## src/rtl/demux3_stage_pkg.sv

```systemverilog
// Shared destination encoding for the 1-to-3 demux stage and the 3-way select drivers.
// The encoding is fixed because both sides rely on the same code for each destination.
package demux3_stage_pkg;

    typedef enum logic [1:0] {
        DEST0    = 2'b00,
        DEST1    = 2'b01,
        DEST2    = 2'b10,
        DEST_BAD = 2'b11
    } dest_e;

    localparam int NUM_DEST = 3;

    function automatic logic is_legal(input logic [1:0] sel);
        return sel != DEST_BAD;
    endfunction

endpackage

```

## src/rtl/demux3_stage.sv

```systemverilog
// Registered 1-to-3 demultiplexer with a single output register and full-throughput handshake.
// Beats with an illegal destination are consumed, dropped, pulsed on drop_o and counted.
module demux3_stage
    import demux3_stage_pkg::*;
#(
    parameter int DATA_WIDTH = 32,
    parameter int CNT_WIDTH  = 8
) (
    input  logic                  clk_i,
    input  logic                  rst_ni,
    input  logic [1:0]            sel_i,
    input  logic [DATA_WIDTH-1:0] data_i,
    input  logic                  valid_i,
    output logic                  ready_o,
    output logic [DATA_WIDTH-1:0] data_o,
    output logic                  valid0_o,
    output logic                  valid1_o,
    output logic                  valid2_o,
    input  logic                  ready0_i,
    input  logic                  ready1_i,
    input  logic                  ready2_i,
    output logic                  drop_o,
    output logic [CNT_WIDTH-1:0]  drop_cnt_o
);

    localparam logic [0:0] ST_EMPTY = 1'b0;
    localparam logic [0:0] ST_FULL  = 1'b1;

    logic [0:0]            state_reg, state_next;
    dest_e                 dest_reg, dest_next;
    logic [DATA_WIDTH-1:0] data_reg, data_next;
    logic                  drop_reg, drop_next;
    logic [CNT_WIDTH-1:0]  drop_cnt_reg, drop_cnt_next;

    logic                  full;
    logic                  sel_ready;
    logic                  out_fire;
    logic                  in_fire;
    logic                  legal_fire;
    logic                  bad_fire;
    logic [NUM_DEST-1:0]   valid_vec;

    always_comb begin
        full = (state_reg == ST_FULL);

        // Only the ready of the destination currently holding the beat matters.
        case (dest_reg)
            DEST0:   sel_ready = ready0_i;
            DEST1:   sel_ready = ready1_i;
            DEST2:   sel_ready = ready2_i;
            default: sel_ready = 1'b0;
        endcase

        out_fire   = full && sel_ready;
        ready_o    = !full || out_fire;
        in_fire    = valid_i && ready_o;
        legal_fire = in_fire && is_legal(sel_i);
        bad_fire   = in_fire && !is_legal(sel_i);

        state_next = state_reg;
        dest_next  = dest_reg;
        data_next  = data_reg;
        if (legal_fire) begin
            state_next = ST_FULL;
            dest_next  = dest_e'(sel_i);
            data_next  = data_i;
        end else if (out_fire) begin
            state_next = ST_EMPTY;
        end

        drop_next     = bad_fire;
        drop_cnt_next = drop_cnt_reg;
        if (bad_fire && (drop_cnt_reg != '1)) begin
            drop_cnt_next = drop_cnt_reg + 1'b1;
        end
    end

    always_ff @(posedge clk_i or negedge rst_ni) begin
        if (!rst_ni) begin
            state_reg    <= ST_EMPTY;
            dest_reg     <= DEST0;
            data_reg     <= '0;
            drop_reg     <= 1'b0;
            drop_cnt_reg <= '0;
        end else begin
            state_reg    <= state_next;
            dest_reg     <= dest_next;
            data_reg     <= data_next;
            drop_reg     <= drop_next;
            drop_cnt_reg <= drop_cnt_next;
        end
    end

    // Valids decode straight from registers, so they cannot glitch high during reset.
    for (genvar gi = 0; gi < NUM_DEST; gi++) begin : g_valid
        assign valid_vec[gi] = full && (dest_reg == dest_e'(2'(gi)));
    end

    assign valid0_o   = valid_vec[0];
    assign valid1_o   = valid_vec[1];
    assign valid2_o   = valid_vec[2];
    assign data_o     = data_reg;
    assign drop_o     = drop_reg;
    assign drop_cnt_o = drop_cnt_reg;

endmodule

```

## config.mk

```make
export PLATFORM = sky130hd
export DESIGN_NAME = demux3_stage
export DESIGN_NICKNAME = d
export VERILOG_FILES = /design/src/rtl/demux3_stage_pkg.sv /design/src/rtl/demux3_stage.sv
export SDC_FILE = /design/constraint.sdc
export NUM_CORES = 1
export LEC_CHECK = 0
export CORE_ASPECT_RATIO = 0.9
export CORE_MARGIN = 2
export CORE_UTILIZATION = 35
export CTS_BUF_LIST = sky130_fd_sc_hd__clkbuf_8
export CTS_CLUSTER_SIZE = 10
export DETAILED_ROUTE_END_ITERATION = 10
export PLACE_DENSITY = 0.7
export SETUP_SLACK_MARGIN = 0.05
export SLEW_MARGIN = 40
export SYNTH_ARGS = -nofsm -noshare
export SYNTH_HDL_FRONTEND = slang
export SYNTH_SLANG_ARGS = --single-unit
```

## constraint.sdc

```tcl
create_clock -name clk_i -period 1.9 [get_ports clk_i]
set_input_delay 0.19 -clock clk_i [delete_from_list [all_inputs] [get_ports clk_i]]
set_output_delay 0.19 -clock clk_i [all_outputs]
set_load 0.05 [all_outputs]
```

# Word level (Yosys, flattened, before mapping)
# Cells that the tools add are included.
# Widths: inputs -> output; s select.
dict set report op_classes {
  n_addsub 1
  eq_ne 4
  mux 3
  n_reduce_logical 13
}
# cell n
set ops {}
lappend ops {{$add 8x1->8 const B} 1}
lappend ops {{$logic_and 1x1->1} 8}
lappend ops {{$ne 8x8->1 const B} 1}
lappend ops {{$pmux 1 s3} 1}
lappend ops {{$eq 2x1->1 const B} 1}
lappend ops {{$eq 2x2->1 const B} 1}
lappend ops {{$logic_not 1->1} 2}
lappend ops {{$logic_not 2->1} 1}
lappend ops {{$mux 1} 2}
lappend ops {{$ne 2x2->1 const B} 1}
lappend ops {{$reduce_bool 2->1} 1}
lappend ops {{$logic_or 1x1->1} 1}
dict set report word_totals {
  ff_bits 44
  in_bits 40
  output_inout_bits 45
}

# Depth between registers and ports, before layout
# Gate-level depths: netlist of the first run.
dict set report logic_depth {
  word_depth 7
  ltp_mapped 6
  ltp_nobuf 4
}

# Worst setup path after synthesis of the first run
# Ideal clock, no wire load.
dict set report synth_timing {
  path_type {register to register}
  start {reg dest_reg[1]}
  end {reg data_reg[0], in the netlist data_o[0]}
  arrival_ps 1727
  required_time_ps 1775
  path_slack_ps 48
  path_stages_with_launch 7
  path_buffers 2
  synth_period_minus_slack_ps 1852
  cell_sequence {dfrtp_1 > buf_6 > mux2i_1 > o211ai_4 > nand3_4 > buf_6 > mux2_4}
}
dict set report synth_between {
  elab_chain_len 6
  word_cells_on_any_way 8
}
# item line_no
set synth_lines {}
lappend synth_lines {{start: declaration} demux3_stage.sv:30} ;# dest_e dest_reg, dest_next;
lappend synth_lines {{start signal: assignment} demux3_stage.sv:87} ;# dest_reg <= dest_next;
lappend synth_lines {{$eq 2x2->1 (tied with other cells)} demux3_stage.sv:47} ;# case (dest_reg)
lappend synth_lines {{$pmux 1 s3 (*)} demux3_stage.sv:47}
lappend synth_lines {{$logic_and 1x1->1 (*)} demux3_stage.sv:54} ;# out_fire = full && sel_ready;
lappend synth_lines {{$logic_or 1x1->1 (*)} demux3_stage.sv:55} ;# ready_o = !full || out_fire;
lappend synth_lines {{net ready_o} demux3_stage.sv:14} ;# output logic ready_o,
lappend synth_lines {{$logic_and 1x1->1 (*)} demux3_stage.sv:56} ;# in_fire = valid_i && ready_o;
lappend synth_lines {{$logic_and 1x1->1 (*)} demux3_stage.sv:57} ;# legal_fire = in_fire && is_legal(sel_i);
lappend synth_lines {{end signal: assignment} demux3_stage.sv:88} ;# data_reg <= data_next;
lappend synth_lines {{end: declaration} demux3_stage.sv:31} ;# logic [DATA_WIDTH-1:0] data_reg, data_next;
# Mark *: on every way through the listed nets, which the timed path passes. The rest lies on a longest branch.
# A chain may end at the register's enable or synchronous reset.

# Worst setup path after layout of the first run
dict set report layout_timing {
  start {reg drop_cnt_reg[2], in the netlist drop_cnt_o[2]}
  end {out drop_cnt_o[2]}
}
# item line_no
set layout_rtl {}
lappend layout_rtl {{start: declaration} demux3_stage.sv:33} ;# logic [CNT_WIDTH-1:0] drop_cnt_reg, drop_cnt_next;
lappend layout_rtl {{start signal: assignment} demux3_stage.sv:90} ;# drop_cnt_reg <= drop_cnt_next;
lappend layout_rtl {{end: declaration} demux3_stage.sv:23} ;# output logic [CNT_WIDTH-1:0] drop_cnt_o
# No word-level cell between the ends.

==> results.tsv, run 1 <==
metric	value	unit
status	finished clean	
routed-wl-met3	258	µm
fin_nets	263	
end_kind	output port	
die_h	75.5	µm
largest_reg_flops	32	
root_buffer	clkbuf_8	
crit_path_end	drop_cnt_o[2]	
wl_met1	1940	µm
slowest_delay	0.84	ns
insertion_delay	0.29	ns
switching_share	0.460	
fmax	564	MHz
netlist-cell-type-count	28	
met2_wirelength	2100	µm
min_path_type	primary input to async pin	
grt_start_max_net_pins	24	
clkPwrFrac	0.122	
wire_per_inst	14.8	µm
final_area	3080	µm²
place.detailed.hpwl	3230	µm
cts_buffers	5	
synthCells	129	
top_layer_used	met4	
power.switching	2.78	mW
clock_sinks	44	
worstPathMaxFanout	6	
ys_warn_count	0	
whs	0.404	ns
clockBufferDepth	2	
drtIter0Drc	56	
r2r-start	dest_reg[1]	
worst-setup-path-type	flip-flop to output port	
internal_power	3.28	mW
ys_ff_latch	44	
min_period	1.77	ns
syn_to_final_growth	54.7	%
slew_headroom	0.633	
vias	1356	
place_ws	0.0528	ns
final_cell_mix	clkdlybuf4s50_1 (79), dfrtp_1 (44), mux2_4 (30)	
seqPwrFrac	0.274	
hold_violations	0	
antenna_found_initial	0	
setup.worst_path.start_class	flip-flop	
tns	0	ns
place_area	2950	µm²
worstPathBufferInverterCount	1	
vias_per_cell	4.63	
cts_tree	done	
ir_worst_vdd	0.00135	V
path_clk_slew	0.09	ns
drive_gt1_frac	0.269	
powerDensity	1970	nW/µm²
fin_skew	0.00581	ns
power_leakage	1.40	nW
antenna_cells	0	
fp-row-count	26	
r2r_slack	0.19	ns
wl	4340	µm
die_w	83.5	µm
rr_endpoint	data_o[7]	
critical_path_arrival	1.58	ns
ios	85	
reg2reg_depth	5	
synth_area_per_cell	15.4	µm²
setup_viol	0	
pwr-share-comb	0.604	
cp.required	1.71	ns
htreeDepth	2	
crit_start	drop_cnt_o[2]	
io_buffer_count	84	
die_area	6310	µm²
crit_path_cell_trace	clkdlybuf4s50_1	
grt.overflow.total	0	
setup_slack	0.128	ns
ant_nets	0	
ys_seq_area_frac	0.553	
first_global_vias	1309	
start_util	0.356	
syn_area	1990	µm²
rsz0062_at_grt	no	
cpMaxStageDelayCell	clkdlybuf4s50_1	
grt_pass1_wl	6800	µm
drt-pass1-iter-count	4	
worstMarginPinSlew	0.548	ns
min_period_over_period	0.932	
path_depth	1	
drv_cap	0	
fp.coreArea	5600	µm²
cp_top_family	buffers and inverters	
drcViolationCount	0	
slew_viol_final	0	
grt_use_total	0.139	
syn_nets	170	
layout_commonest_cell	clkdlybuf4s50_1	
routabilityCongestion	0.769	
through the flow:
step                       util  power [mW]  cells
after global placement    0.527        5.30    284
after detailed placement  0.527        5.35    284
after floorplan               -        4.14    129
final                     0.550        6.06    293
after global routing      0.550        6.34    293
after CTS                 0.550        6.11    293
worst min-delay path by stage:
stage	cells after the start	to	from
2_1_floorplan	0	data_o[0]	rst_ni
3_3_place_gp	1	data_o[21]	rst_ni
3_5_place_dp	1	data_o[21]	rst_ni
4_1_cts	2	data_o[21]	rst_ni
5_1_grt	2	data_o[21]	rst_ni
6_report	2	data_o[21]	rst_ni
cells by family after synthesis:
group           synth area share
mux                        0.260
flops                      0.553
buf+inv                   0.0283
simple gates              0.0918
xor+xnor                  0.0264
compound gates            0.0346
fa+ha+maj                0.00628
Yosys cell counts:
master | count | area (µm²)
mux2i_1 | 1 | 10.0
mux2_2 | 5 | 56.3
o221ai_4 | 1 | 26.3
nand2b_1 | 3 | 18.8
o211ai_4 | 1 | 21.3
nand3b_1 | 2 | 15.0
dfrtp_1 | 44 | 1100
nor4_1 | 2 | 12.5
a2bb2oi_1 | 1 | 8.76
and3_1 | 1 | 6.26
a21oi_1 | 1 | 5.00
ha_1 | 1 | 12.5
nand2_1 | 8 | 30.0
nor2_2 | 1 | 6.26
o21a_1 | 1 | 7.51
buf_6 | 4 | 45.0
xor2_1 | 6 | 52.6
nor2_1 | 4 | 15.0
nor2b_1 | 1 | 6.26
nor3b_1 | 1 | 7.51
nand3_1 | 2 | 10.0
and4_1 | 2 | 17.5
clkbuf_1 | 1 | 3.75
nor3_1 | 1 | 5.00
mux2_4 | 30 | 450
inv_1 | 2 | 7.51
nand3_4 | 1 | 17.5
nor4b_2 | 1 | 15.0
layout make-up:
class | count | area (µm²)
clock buffer | 5 | 68.8
clock inverter | 3 | 46.3
fill | 475 | 2520
inverter | 2 | 7.51
multi-input combinational | 78 | 837
sequential | 44 | 1100
tap | 70 | 87.6
timing repair buffer | 91 | 931
per-layer routing:
layer	up-vias	global-route usage
li1	638	-
met1	668	0.188
met2	45	0.220
met3	5	0.0423
met4	0	0.0430
met5	-	0
power groups by stage:
stage,sequential [mW],combinational [mW],clock (mW)
5_1_grt,1.73,3.81,0.804
4_1_cts,1.66,3.68,0.766
6_report,1.66,3.66,0.737
3_3_place_gp,1.66,3.65,0
3_5_place_dp,1.68,3.67,0
2_1_floorplan,3.02,1.13,0
timing repair:
item	CTS	global route
setup buffers	0	0
resized for setup	0	1
setup endpoints to repair	0	1
hold endpoints to repair	21	0
hold buffers	1	0
Power figures use the tool's default switching activity.
==> run 2: changes to the inputs <==
--- a/config.mk
+++ b/config.mk
@@ -5,6 +5,7 @@
 export SDC_FILE = /design/constraint.sdc
 export NUM_CORES = 1
 export LEC_CHECK = 0
+export ABC_CLOCK_PERIOD_IN_PS = 1900
 export CORE_ASPECT_RATIO = 0.9
 export CORE_MARGIN = 2
 export CORE_UTILIZATION = 35
==> results of run 2 <==
Final layout, timing and power as in run 1 (identical DEF).
